==> config.mk <==
export PLATFORM = sky130hd
export DESIGN_NAME = apb_cfg_master
export DESIGN_NICKNAME = d
export VERILOG_FILES = /design/src/rtl/apb_cfg_pkg.sv /design/src/rtl/apb_timeout_cnt.sv /design/src/rtl/apb_cfg_master.sv
export SDC_FILE = /design/constraint.sdc
export NUM_CORES = 1
export LEC_CHECK = 0
export ABC_AREA = 1
export CORE_MARGIN = 3
export CORE_UTILIZATION = 35
export CTS_CLUSTER_SIZE = 12
export DETAILED_ROUTE_END_ITERATION = 8
export GPL_TIMING_DRIVEN = 0
export PLACE_DENSITY = 0.74
export SYNTH_ARGS = -nofsm -noshare
export SYNTH_HDL_FRONTEND = slang
export SYNTH_HIERARCHICAL = 1
export SYNTH_SLANG_ARGS = --single-unit
==> constraint.sdc <==
create_clock -name clk -period 3.4 [get_ports clk]
set_clock_uncertainty 0.1 [all_clocks]
set_input_delay 0.85 -clock clk [delete_from_list [all_inputs] [get_ports clk]]
set_output_delay 0.85 -clock clk [all_outputs]
set_load 0.02 [all_outputs]
==> src/rtl/apb_cfg_pkg.sv <==
// apb_cfg_pkg: FSM state type, register-map offsets of the image-filter
// register slave and the default ACCESS timeout for apb_cfg_master.
package apb_cfg_pkg;

  typedef enum logic [1:0] {
    ST_IDLE,
    ST_SETUP,
    ST_ACCESS,
    ST_RESP
  } apb_state_e;

  localparam int unsigned ADDR_WIDTH_DEF     = 10;
  localparam int unsigned TIMEOUT_CYCLES_DEF = 16;

  localparam logic [9:0] CSC_COEF0     = 10'h000;
  localparam logic [9:0] CSC_COEF1     = 10'h004;
  localparam logic [9:0] CSC_COEF2     = 10'h008;
  localparam logic [9:0] CSC_BIAS      = 10'h00A;
  localparam logic [9:0] ICSC_COEF0    = 10'h010;
  localparam logic [9:0] ICSC_COEF1    = 10'h014;
  localparam logic [9:0] ICSC_COEF2    = 10'h018;
  localparam logic [9:0] ICSC_BIAS     = 10'h01A;
  localparam logic [9:0] FILTER1_FIRST = 10'h020;
  localparam logic [9:0] FILTER1_LAST  = 10'h044;
  localparam logic [9:0] FILTER2_FIRST = 10'h048;
  localparam logic [9:0] FILTER2_LAST  = 10'h06A;
  localparam logic [9:0] BYPASS        = 10'h070;

endpackage

==> src/rtl/apb_timeout_cnt.sv <==
// apb_timeout_cnt: counts ACCESS cycles without PREADY and flags the
// cycle that would reach LIMIT. Ports: clk, rst, i_clear, i_inc, o_limit.
module apb_timeout_cnt
  import apb_cfg_pkg::*;
#(
  parameter int unsigned LIMIT = TIMEOUT_CYCLES_DEF
) (
  input  logic clk,
  input  logic rst,
  input  logic i_clear,
  input  logic i_inc,
  output logic o_limit
);

  localparam int unsigned CW = $clog2(LIMIT + 1);
  localparam logic [CW-1:0] LP_LAST = CW'(LIMIT - 1);

  logic [CW-1:0] r_cnt;

  always_ff @(posedge clk or posedge rst) begin
    if (rst) begin
      r_cnt <= '0;
    end else if (i_clear) begin
      r_cnt <= '0;
    end else if (i_inc) begin
      r_cnt <= r_cnt + CW'(1);
    end
  end

  // Asserted during the LIMIT-th waiting ACCESS cycle, so the FSM
  // leaves ACCESS after exactly LIMIT cycles.
  assign o_limit = i_inc & (r_cnt == LP_LAST);

endmodule

==> src/rtl/apb_cfg_master.sv <==
// apb_cfg_master: single-outstanding APB requester; cmd valid/ready in,
// APB SETUP/ACCESS out, rsp valid/ready back. Macro: APB_TIMEOUT_EN.
// Ports: clk, rst, i_cmd_*, o_cmd_ready, o_rsp_*, i_rsp_ready, APB bus.
module apb_cfg_master
  import apb_cfg_pkg::*;
#(
  parameter int unsigned ADDR_WIDTH     = ADDR_WIDTH_DEF,
  parameter int unsigned TIMEOUT_CYCLES = TIMEOUT_CYCLES_DEF
) (
  input  logic                  clk,
  input  logic                  rst,
  input  logic                  i_cmd_valid,
  output logic                  o_cmd_ready,
  input  logic                  i_cmd_write,
  input  logic [ADDR_WIDTH-1:0] i_cmd_addr,
  input  logic [31:0]           i_cmd_wdata,
  output logic                  o_rsp_valid,
  input  logic                  i_rsp_ready,
  output logic [31:0]           o_rsp_rdata,
  output logic                  o_rsp_err,
  output logic [ADDR_WIDTH-1:0] o_PADDR,
  output logic                  o_PSEL,
  output logic                  o_PENABLE,
  output logic                  o_PWRITE,
  output logic [31:0]           o_PWDATA,
  input  logic                  i_PREADY,
  input  logic [31:0]           i_PRDATA
);

  if (TIMEOUT_CYCLES < 1) begin : g_bad_timeout
    $error("TIMEOUT_CYCLES must be at least 1");
  end

  apb_state_e            r_state, w_state_nxt;
  logic                  r_psel, w_psel_nxt;
  logic                  r_penable, w_penable_nxt;
  logic                  r_pwrite, w_pwrite_nxt;
  logic [ADDR_WIDTH-1:0] r_paddr, w_paddr_nxt;
  logic [31:0]           r_pwdata, w_pwdata_nxt;
  logic                  r_rsp_valid, w_rsp_valid_nxt;
  logic [31:0]           r_rsp_rdata, w_rsp_rdata_nxt;
  logic                  r_rsp_err, w_rsp_err_nxt;
  logic                  w_timeout;

`ifdef APB_TIMEOUT_EN
  logic w_cnt_clear;
  logic w_cnt_inc;

  assign w_cnt_clear = (r_state == ST_SETUP);
  assign w_cnt_inc   = (r_state == ST_ACCESS) & ~i_PREADY;

  apb_timeout_cnt #(
    .LIMIT (TIMEOUT_CYCLES)
  ) u_timeout_cnt (
    .clk     (clk),
    .rst     (rst),
    .i_clear (w_cnt_clear),
    .i_inc   (w_cnt_inc),
    .o_limit (w_timeout)
  );
`else
  assign w_timeout = 1'b0;
`endif

  always_ff @(posedge clk or posedge rst) begin
    if (rst) begin
      r_state     <= ST_IDLE;
      r_psel      <= 1'b0;
      r_penable   <= 1'b0;
      r_pwrite    <= 1'b0;
      r_paddr     <= '0;
      r_pwdata    <= '0;
      r_rsp_valid <= 1'b0;
      r_rsp_rdata <= '0;
      r_rsp_err   <= 1'b0;
    end else begin
      r_state     <= w_state_nxt;
      r_psel      <= w_psel_nxt;
      r_penable   <= w_penable_nxt;
      r_pwrite    <= w_pwrite_nxt;
      r_paddr     <= w_paddr_nxt;
      r_pwdata    <= w_pwdata_nxt;
      r_rsp_valid <= w_rsp_valid_nxt;
      r_rsp_rdata <= w_rsp_rdata_nxt;
      r_rsp_err   <= w_rsp_err_nxt;
    end
  end

  // APB strobes are registered copies of the next state's decode.
  always_comb begin
    w_state_nxt     = r_state;
    w_psel_nxt      = 1'b0;
    w_penable_nxt   = 1'b0;
    w_pwrite_nxt    = r_pwrite;
    w_paddr_nxt     = r_paddr;
    w_pwdata_nxt    = r_pwdata;
    w_rsp_valid_nxt = r_rsp_valid;
    w_rsp_rdata_nxt = r_rsp_rdata;
    w_rsp_err_nxt   = r_rsp_err;
    unique case (r_state)
      ST_IDLE: begin
        if (i_cmd_valid) begin
          w_state_nxt  = ST_SETUP;
          w_psel_nxt   = 1'b1;
          w_pwrite_nxt = i_cmd_write;
          w_paddr_nxt  = i_cmd_addr;
          w_pwdata_nxt = i_cmd_wdata;
        end
      end
      ST_SETUP: begin
        w_state_nxt   = ST_ACCESS;
        w_psel_nxt    = 1'b1;
        w_penable_nxt = 1'b1;
      end
      ST_ACCESS: begin
        w_psel_nxt    = 1'b1;
        w_penable_nxt = 1'b1;
        // PREADY takes priority over a same-cycle timeout.
        if (i_PREADY) begin
          w_state_nxt     = ST_RESP;
          w_psel_nxt      = 1'b0;
          w_penable_nxt   = 1'b0;
          w_rsp_valid_nxt = 1'b1;
          w_rsp_rdata_nxt = r_pwrite ? 32'h0 : i_PRDATA;
          w_rsp_err_nxt   = 1'b0;
        end else if (w_timeout) begin
          w_state_nxt     = ST_RESP;
          w_psel_nxt      = 1'b0;
          w_penable_nxt   = 1'b0;
          w_rsp_valid_nxt = 1'b1;
          w_rsp_rdata_nxt = 32'h0;
          w_rsp_err_nxt   = 1'b1;
        end
      end
      ST_RESP: begin
        if (i_rsp_ready) begin
          w_state_nxt     = ST_IDLE;
          w_rsp_valid_nxt = 1'b0;
        end
      end
      default: begin
        w_state_nxt = ST_IDLE;
      end
    endcase
  end

  assign o_cmd_ready = (r_state == ST_IDLE);
  assign o_PSEL      = r_psel;
  assign o_PENABLE   = r_penable;
  assign o_PWRITE    = r_pwrite;
  assign o_PADDR     = r_paddr;
  assign o_PWDATA    = r_pwdata;
  assign o_rsp_valid = r_rsp_valid;
  assign o_rsp_rdata = r_rsp_rdata;
  assign o_rsp_err   = r_rsp_err;

endmodule

Word-level counts from Yosys, hierarchy flattened --
Index checks and enable logic that the tools add are counted.
Storage, ports and cells: bits in registers 80, output and inout port bits 80
Cells by class: equal/unequal tests 6, reduce and logical (&&, ||, !) cells 6, multiplexer cells 12
Operators with widths (number):
- $mux 32 | 1
- $pmux 2 s4 | 1
- $mux 2 | 3
- $ne 2x2->1 const B | 3
- $reduce_and 3->1 | 2
- $eq 2x2->1 const B | 2
- $mux 1 | 4
- $pmux 1 s2 | 2
- $reduce_and 2->1 | 2
- $pmux 1 s3 | 1
- $eq 2x1->1 const B | 1
- $logic_not 2->1 | 1
- $reduce_bool 2->1 | 1

Logic depth before layout (Yosys ltp) --
Gate-level depths: netlist of run 1.
depth in word-level cells 3, mapped depth 9, mapped depth without buffers 8

Worst setup path before layout of run 1 --
No wires, ideal clock.
kind reg2out, start point register r_state[0], end point output port o_cmd_ready, slack 1.644 ns, required time 2.450 ns, cell stages (with the launch flop) 3, path buffers 0, data arrival time 0.806 ns, path through dfrtp_1 -> inv_1 -> ha_1
On the way: longest elaborated chain between the ends 1
RTL lines:
- start, declared | RTL line apb_cfg_master.sv:34 | apb_state_e r_state, w_state_nxt;
- start signal, assigned | RTL line apb_cfg_master.sv:77 | r_state <= w_state_nxt;
- $logic_not 2->1 | RTL line apb_cfg_master.sv:147 | assign o_cmd_ready = (r_state == ST_IDLE);
- end, declared | RTL line apb_cfg_master.sv:13 | output logic o_cmd_ready,
No other way between the ends.

Worst setup path in the final report of run 1 --
Same ends and word-level chain as after synthesis.

==> flow_metrics.tcl, run 1 <==
set metrics [dict create \
    first_pass_iters 4 \
    synth.largest_area_cell "dfrtp_1" \
    vdd.ir_drop.worst_mv 0.426 \
    synth-async-reset-ratio 1.00 \
    cts_tree "yes" \
    via_per_inst 4.39 \
    worstMarginPinSlew_ns 0.511 \
    wl_met3_um 599 \
    grt_pass1_vias 2889 \
    startpoint_type "flip-flop" \
    ys.warnings.count 6 \
    grt_pass1_wl_um 14400 \
    clock-sinks 80 \
    grt_max_degree 43 \
    hold_viol 0 \
    finalWorstSetupSlack_ns 0.675 \
    synth_cells 365 \
    clock_latency_ns 0.33 \
    gp_congestion 0.774 \
    clock-root-buffer "clkbuf_8" \
    status "finished clean" \
    cts_max_path_buffers 2 \
    yosysTopAreaCellShare 0.597 \
    ys_top_cells_by_area "dfrtp_1 (60%), nand2_1 (23%), o21ai_2 (4.7%)" \
    synth.net_count 451 \
    start_util 0.361 \
    cts.reportedPaths.clkPinSlew_ns 0.08 \
    crit_type "flip-flop to output port" \
    syn_avg_cell_area_um2 9.18 \
    coreArea_um2 9280 \
    cp.buffers_inverters 2 \
    yosysMostFrequentCell "nand2_1" \
    p_leak_nw 2.60 \
    cts_hold_buffers 0 \
    rsz0062_at_grt "false" \
    p_per_area_nw_per_um2 913 \
    critPathMaxStageDelay_ns 0.65 \
    fin_tns_setup_ns 0 \
    overflow 0 \
    ctsResizeCount 0 \
    cp_cell_sequence "inv_1, ha_1, clkdlybuf4s50_1" \
    fin_hold_ws_ns 0.383 \
    synth_edf_count 0 \
    drive_gt1_frac 0.106 \
    endpoint_kind "output port" \
    rows 35 \
    die_w_um 104 \
    post-route-period-util 0.802 \
    ys_ff_latch 80 \
    io_buffers 158 \
    final_cell_count_no_fill 669 \
    placed_cells 653 \
    first_iter_violations 94 \
    final_util 0.578 \
    yosys.cell_types.count 19 \
    drtAntennaViolNets 0 \
    place_area_um2 5120 \
    num_io_pins 160 \
    synthesis.area_um2 3350 \
    finalWirelength_um 8620 \
    crit_family "buffers and inverters" \
    wl_met1_um 3690 \
    antenna_cells 0 \
    ys_seq_area_frac 0.597 \
    cp_slowest_cell "clkdlybuf4s50_1" \
    hold_path_class "flip-flop to flip-flop" \
    synth-main-ff-cell "dfrtp_1" \
    hpwlAfterDp_um 6450 \
    routed-wl-met2_um 4240 \
    required_ns 2.45 \
    setup_viol 0 \
    route.vias.total 2938 \
    h-tree-depth 3 \
    finalCriticalPeriod_ns 2.73 \
    cp.arrival_ns 1.78 \
    antenna_found_initial 0 \
    drv_cap 0 \
    drc 0 \
    die_y_um 104 \
    cts_made_buffers 9 \
    fmax_mhz 367 \
    maxSlewHeadroom 0.660 \
    netlist_top_cells_count "nand2_1 (203), dfrtp_1 (80), o21ai_2 (18)" \
    drv_slew 0 \
    power_mw 4.90 \
    die-area_um2 10800 \
    fin_area_um2 5370 \
    top_layer_used "met4" \
    post-cts-setup-buffer-count 0 \
    track_usage 0.161 \
    nets 621 \
    syn_to_final_growth_pct 60.3 \
    cp_max_fo 5 \
    wire_per_inst_um 12.9 \
    post-place-ws_ns 1.03 \
]
## sequential cells by signal, summed over array words and instances, names as in the netlist
name and cells:
o_PWRITE 1, o_PSEL 1, o_rsp_rdata 32, o_PADDR 10, r_state 2, o_PENABLE 1, o_PWDATA 32, o_rsp_valid 1
## layout make-up
cell class,count,area (um^2)
Buffer,19,166
Clock buffer,10,138
Clock inverter,6,116
Fill cell,820,3910
Inverter,15,61.3
Multi-Input combinational cell,251,1120
Sequential cell,80,2000
Tap cell,129,161
Timing Repair Buffer,159,1600
## worst paths after layout
kind,start,slack (ns),cells after the start,end
worst min-delay path,o_PWDATA[2]$_DFFE_PP0P_,0.38,2,o_PWDATA[2]$_DFFE_PP0P_
worst max register to register,r_state[0]$_DFFE_PP0P_,1.79,5,o_rsp_rdata[2]$_DFFE_PP0P_
max in group asynchronous,rst,1.81,3,o_PWDATA[0]$_DFFE_PP0P_
worst max-delay path,r_state[0]$_DFFE_PP0P_,0.67,3,o_cmd_ready
min in group asynchronous,rst,0.80,2,o_rsp_rdata[18]$_DFFE_PP0P_
worst min register to register,o_PWDATA[2]$_DFFE_PP0P_,0.38,2,o_PWDATA[2]$_DFFE_PP0P_
## cell families after synthesis
group,count (synthesis),synth area share
AO/OA/AOI/OAI,35,0.0739
adder cells (fa/ha/maj),6,0.0224
buffers and inverters,34,0.0672
flip-flops,80,0.597
other,1,0.00112
AND/OR/NAND/NOR,209,0.238
## power by group
part / switching [mW] / internal [mW]
clock network: 0.355 / 0.512
logic: 1.31 / 1.13
registers: 0.229 / 1.37
## placed cells by master (no fill, tap or decap), types with 3 or more instances in the layout
master / count
dfrtp_1: 80
o21ai_0: 10
buf_2: 7
clkdlybuf4s50_1: 158
o21ai_1: 5
nand2_1: 203
clkinv_4: 3
ha_1: 6
inv_1: 13
clkbuf_8: 10
buf_6: 8
o21ai_2: 18
bufinv_16: 3
## per-layer routing
layer  global-route usage  vias up
met5                    0        -
met4               0.0484        0
met3               0.0424        8
met2                0.264       91
met1                0.210     1381
li1                     -     1458
## worst reg2reg max path: stages (launching register included)
cell and delay (ns):
dfrtp_1 0.43, inv_1 0.11, ha_1 0.24, nand2_2 0.08
clkbuf_1 0.35, o21ai_0 0.17
Note: power is estimated with default switching activity, not from simulation.
==> run 2: changes to the inputs <==
Settings changed: PLACE_DENSITY 0.74 to 0.77.
Clock period 3.4 ns to 2.2 ns, I/O delays scaled along.
==> flow_metrics.tcl, run 2 (synthesis gave the netlist of run 1 again) <==
set metrics [dict create \
    crit_family "buffers and inverters" \
    fin_hold_ws_ns 0.380 \
    die-area_um2 10800 \
    coreArea_um2 9280 \
    post-place-ws_ns 0.128 \
    maxSlewHeadroom 0.395 \
    worstReg2RegEnd "o_rsp_rdata[2]$_DFFE_PP0P_" \
    cts_max_path_buffers 2 \
    antenna_found_initial 0 \
    status "finished clean" \
    vdd.ir_drop.worst_mv 0.726 \
    cp_cell_sequence "clkdlybuf4s50_1" \
    cp_max_fo 2 \
    hold_path_startpoint "o_PWDATA[5]$_DFFE_PP0P_" \
    first_pass_iters 4 \
    multi_input_area_um2 1120 \
    die_w_um 104 \
    hold_path_class "flip-flop to flip-flop" \
    p_leak_nw 2.57 \
    start_util 0.361 \
    hold-path-endpoint "o_PWDATA[5]$_DFFE_PP0P_" \
    rows 35 \
    finalWorstSetupSlack_ns 0.206 \
    hold_viol 0 \
    cts_tree "yes" \
    cp_slowest_cell "clkdlybuf4s50_1" \
    place_area_um2 5120 \
    grtUsageMet2 0.270 \
    power_mw 7.37 \
    rr_worst_depth 5 \
    critPathMaxStageDelay_ns 0.61 \
    drv_cap 0 \
    rsz0062_at_grt "false" \
    grt_max_degree 42 \
    cp.arrival_ns 1.34 \
    via_per_inst 4.37 \
    finalCriticalPeriod_ns 1.99 \
    drc 0 \
    clock-sinks 80 \
    regArea_um2 2000 \
    gr-usage-met3 0.0579 \
    r2r-start "r_state[0]$_DFFE_PP0P_" \
    h-tree-depth 3 \
    worstMarginPinSlew_ns 0.906 \
    nets 621 \
    drive_gt1_frac 0.107 \
    r2r_setup_slack_ns 0.62 \
    num_io_pins 160 \
    layout_common_cells "nand2_1 (203), clkdlybuf4s50_1 (157), dfrtp_1 (80)" \
    grt_pass1_wl_um 14400 \
    finalWirelength_um 8730 \
    route.vias.total 2924 \
    fmax_mhz 501 \
    cts_hold_buffers 0 \
    drv_slew 0 \
    cts_made_buffers 9 \
    drtAntennaViolNets 0 \
    clock-root-buffer "clkbuf_8" \
    layout_commonest_cell "nand2_1" \
    cp.buffers_inverters 1 \
    min_path_cells 2 \
    gp_congestion 0.749 \
    final_util 0.574 \
    die_y_um 104 \
    setup_viol 0 \
    first_iter_violations 111 \
    fillers 851 \
    required_ns 1.55 \
    grt_pass1_vias 3011 \
    hpwlAfterDp_um 6470 \
    crit_type "flip-flop to output port" \
    clock_latency_ns 0.34 \
    wire_per_inst_um 13.0 \
    top_usage_layer "met2" \
    io_buffers 158 \
    fin_area_um2 5330 \
    post-route-period-util 0.906 \
    track_usage 0.163 \
    endpoint_kind "output port" \
    cts.reportedPaths.clkPinSlew_ns 0.09 \
    p_per_area_nw_per_um2 1380 \
    syn_to_final_growth_pct 59.0 \
    antenna_cells 0 \
    overflow 0 \
    startpoint_type "flip-flop" \
    met1_usage 0.202 \
]
[run 2: cell count changes in the layout (fill, tap and decap cells not counted)]
| cell | before | now |
|---|---|---|
| inv_4 | 2 | 1 |
| clkinvlp_4 | 0 | 3 |
| clkdlybuf4s50_1 | 158 | 157 |
| clkbuf_2 | 0 | 1 |
| bufinv_16 | 3 | 1 |
| clkinv_4 | 3 | 1 |
| inv_6 | 0 | 1 |
| clkbuf_8 | 10 | 11 |
[run 2: routing by layer]
metal | vias up | part of all wire
met5 | - | 0
met1 | 1354 | 0.43
met2 | 105 | 0.48
li1 | 1455 | -
met4 | 0 | 0.014
met3 | 10 | 0.068
[run 2: power by group]
group	leakage (nW)	switching, mW	total [mW]	internal [mW]
Sequential	1.01	0.357	2.47	2.11
Clock	0.102	0.544	1.14	0.592
Combinational	1.46	2.03	3.77	1.74
[run 2: worst max-delay path by stage]
| stage | endpoint | cells past startpoint | slack [ns] | startpoint |
|---|---|---|---|---|
| finish | o_PWDATA[21] | 1 | 0.21 | o_PWDATA[21]$_DFFE_PP0P_ |
| global route | o_cmd_ready | 3 | 0.10 | r_state[0]$_DFFE_PP0P_ |
| CTS | o_cmd_ready | 3 | 0.005 | r_state[0]$_DFFE_PP0P_ |
| detailed placement | o_cmd_ready | 3 | 0.13 | r_state[0]$_DFFE_PP0P_ |
| global placement | o_PWDATA[3]$_DFFE_PP0P_ | 2 | -0.29 | rst |
| floorplan | o_PADDR[0]$_DFFE_PP0P_ | 1 | 0.64 | rst |
[run 2: cell type report]
| cell class | instances | area share |
|---|---|---|
| Tap cell | 129 | 0.0303 |
| Multi-Input combinational cell | 251 | 0.211 |
| Timing Repair Buffer | 159 | 0.300 |
| Sequential cell | 80 | 0.376 |
| Buffer | 19 | 0.0312 |
| Inverter | 15 | 0.0117 |
| Clock buffer | 11 | 0.0284 |
| Clock inverter | 5 | 0.0117 |
[run 2: per-stage QoR]
step | setup TNS, ns | cells
CTS | 0 | 669
floorplan | 0 | 365
detailed placement | 0 | 653
finish | 0 | 669
global route | 0 | 669
global placement | -23.13 | 652
[run 2: what timing repair did]
action	4_1_cts	5_1_grt
pin swaps	0	0
hold endpoints to repair	0	0
gates resized for setup	1	2
setup buffers	0	0
endpoints found under the setup margin	1	1
[run 2: worst min-delay path: cells and delay by family (launching register included)]
family           cells  cell delay, ns
flip-flops           1            0.35
AND/OR/NAND/NOR      2            0.10
==> run 3: changes to the inputs <==
Clock period 2.2 ns to 1.8 ns, I/O delays scaled along.
==> flow_metrics.tcl, run 3 (synthesis gave the netlist of run 1 again) <==
set metrics [dict create \
    status "finished clean" \
    final_cell_count_no_fill 671 \
    start_util 0.361 \
    cp_slowest_cell "dfrtp_2" \
    syn_to_final_growth_pct 57.0 \
    hold_path_class "flip-flop to flip-flop" \
    fmax_mhz 575 \
    drv_cap 0 \
    cts_max_path_buffers 2 \
    wire_per_inst_um 13.0 \
    drtAntennaViolNets 0 \
    cp_max_fo 4 \
    coreArea_um2 9280 \
    vdd.ir_drop.worst_mv 0.794 \
    grt_pass1_vias 2988 \
    io_buffers 158 \
    clock_latency_ns 0.34 \
    cp_cell_sequence "inv_2, ha_4, buf_4" \
    placed_cells 653 \
    cts_tree "yes" \
    die-area_um2 10800 \
    cp.arrival_ns 1.19 \
    critPathMaxStageDelay_ns 0.44 \
    cts.reportedPaths.clkPinSlew_ns 0.09 \
    crit_type "flip-flop to output port" \
    drc 0 \
    die_y_um 104 \
    maxSlewHeadroom 0.396 \
    num_io_pins 160 \
    cp.buffers_inverters 2 \
    layout_common_cells "nand2_1 (203), clkdlybuf4s50_1 (79), dfrtp_1 (78), dlygate4sd2_1 (78), o21ai_2 (18)" \
    die_w_um 104 \
    p_leak_nw 2.79 \
    clock-sinks 80 \
    overflow 0 \
    h-tree-depth 3 \
    rows 35 \
    p_per_area_nw_per_um2 1620 \
    gp_congestion 0.749 \
    route.vias.total 2941 \
    drive_gt1_frac 0.120 \
    setup_viol 0 \
    clock-root-buffer "clkbuf_8" \
    grt_pass1_wl_um 14400 \
    required_ns 1.25 \
    crit_family "flip-flops" \
    place_area_um2 5120 \
    worstMarginPinSlew_ns 0.904 \
    cts_made_buffers 9 \
    endpoint_kind "output port" \
    fin_area_um2 5260 \
    antenna_found_initial 0 \
    post-route-period-util 0.967 \
    hpwlAfterDp_um 6470 \
    finalWirelength_um 8740 \
    drv_slew 0 \
    nets 623 \
    via_per_inst 4.38 \
    track_usage 0.163 \
    finalCriticalPeriod_ns 1.74 \
    first_iter_violations 128 \
    grt_max_degree 42 \
    first_pass_iters 4 \
    startpoint_type "flip-flop" \
    cts_hold_buffers 0 \
    layout_commonest_cell "nand2_1" \
    hold_viol 0 \
    antenna_cells 0 \
]
==> run 3: changes by cell type in the layout (fill, tap and decap cells not counted), moves of 2 or more <==
cell             delta
clkdlybuf4s50_1    -78
buf_4               +3
inv_1               -2
inv_2               +2
dfrtp_1             -2
dfrtp_2             +2
dlygate4sd2_1      +78
==> run 3: layer usage <==
metal	part of all wire	GRT usage	up-vias	wire length, um
li1	-	-	1463	-
met1	0.43	0.204	1358	3800
met2	0.48	0.269	110	4220
met3	0.068	0.0536	10	593
met4	0.015	0.0494	0	134
met5	0	0	-	0
==> run 3: worst register-to-register path, cell delays in order, from the launching register on <==
cell	delay (ns)
dfrtp_2	0.40
inv_2	0.07
ha_1	0.23
nand2_2	0.08
clkbuf_1	0.32
o21ai_0	0.16
==> run 3: final timing paths <==
kind                                          from                    endpoint  slack, ns  cells after the start
max                         r_state[0]$_DFFE_PP0P_                 o_cmd_ready       0.06                      3
min                        o_PWDATA[5]$_DFFE_PP0P_     o_PWDATA[5]$_DFFE_PP0P_       0.37                      2
max reg2reg                 r_state[0]$_DFFE_PP0P_  o_rsp_rdata[2]$_DFFE_PP0P_       0.29                      5
min reg2reg                o_PWDATA[5]$_DFFE_PP0P_     o_PWDATA[5]$_DFFE_PP0P_       0.37                      2
max in group asynchronous                      rst      r_state[1]$_DFFE_PP0P_       0.37                      3
min in group asynchronous                      rst    o_PWDATA[13]$_DFFE_PP0P_       0.53                      2
==> run 3: where the power goes <==
group,leakage (nW),switching [mW],total (mW),internal [mW]
clock,0.102,0.668,1.39,0.724
combinational,1.68,2.51,4.16,1.65
sequential,1.01,0.404,2.99,2.58
total,2.79,3.58,8.54,4.96
==> run 3: layout make-up <==
type	instances	area, um^2
multi-input combinational	251	1140
tap	129	161
sequential	80	2000
fill	881	4020
clock inverter	5	62.6
buffer	19	166
clock buffer	11	151
timing repair buffer	161	1520
inverter	15	62.6
==> run 3: what timing repair did <==
| item | CTS | global route |
|---|---|---|
| endpoints found under the setup margin | 79 | 1 |
| setup buffers | 0 | 2 |
| gates resized for setup | 87 | 2 |
==> run 3: metrics by stage <==
step	setup WS, ns	total power [mW]	setup TNS, ns	hold WS (ns)	utilization
finish	0.0599	8.54	0	0.374	0.567
global route	-0.00153	9.17	-0.00153	0.404	0.567
CTS	0.0170	8.64	0	0.383	0.565
floorplan	0.336	5.53	0	0.420	-
detailed placement	-0.172	7.72	-2.07	0.365	0.551
global placement	-0.593	7.59	-47.28	0.361	0.549
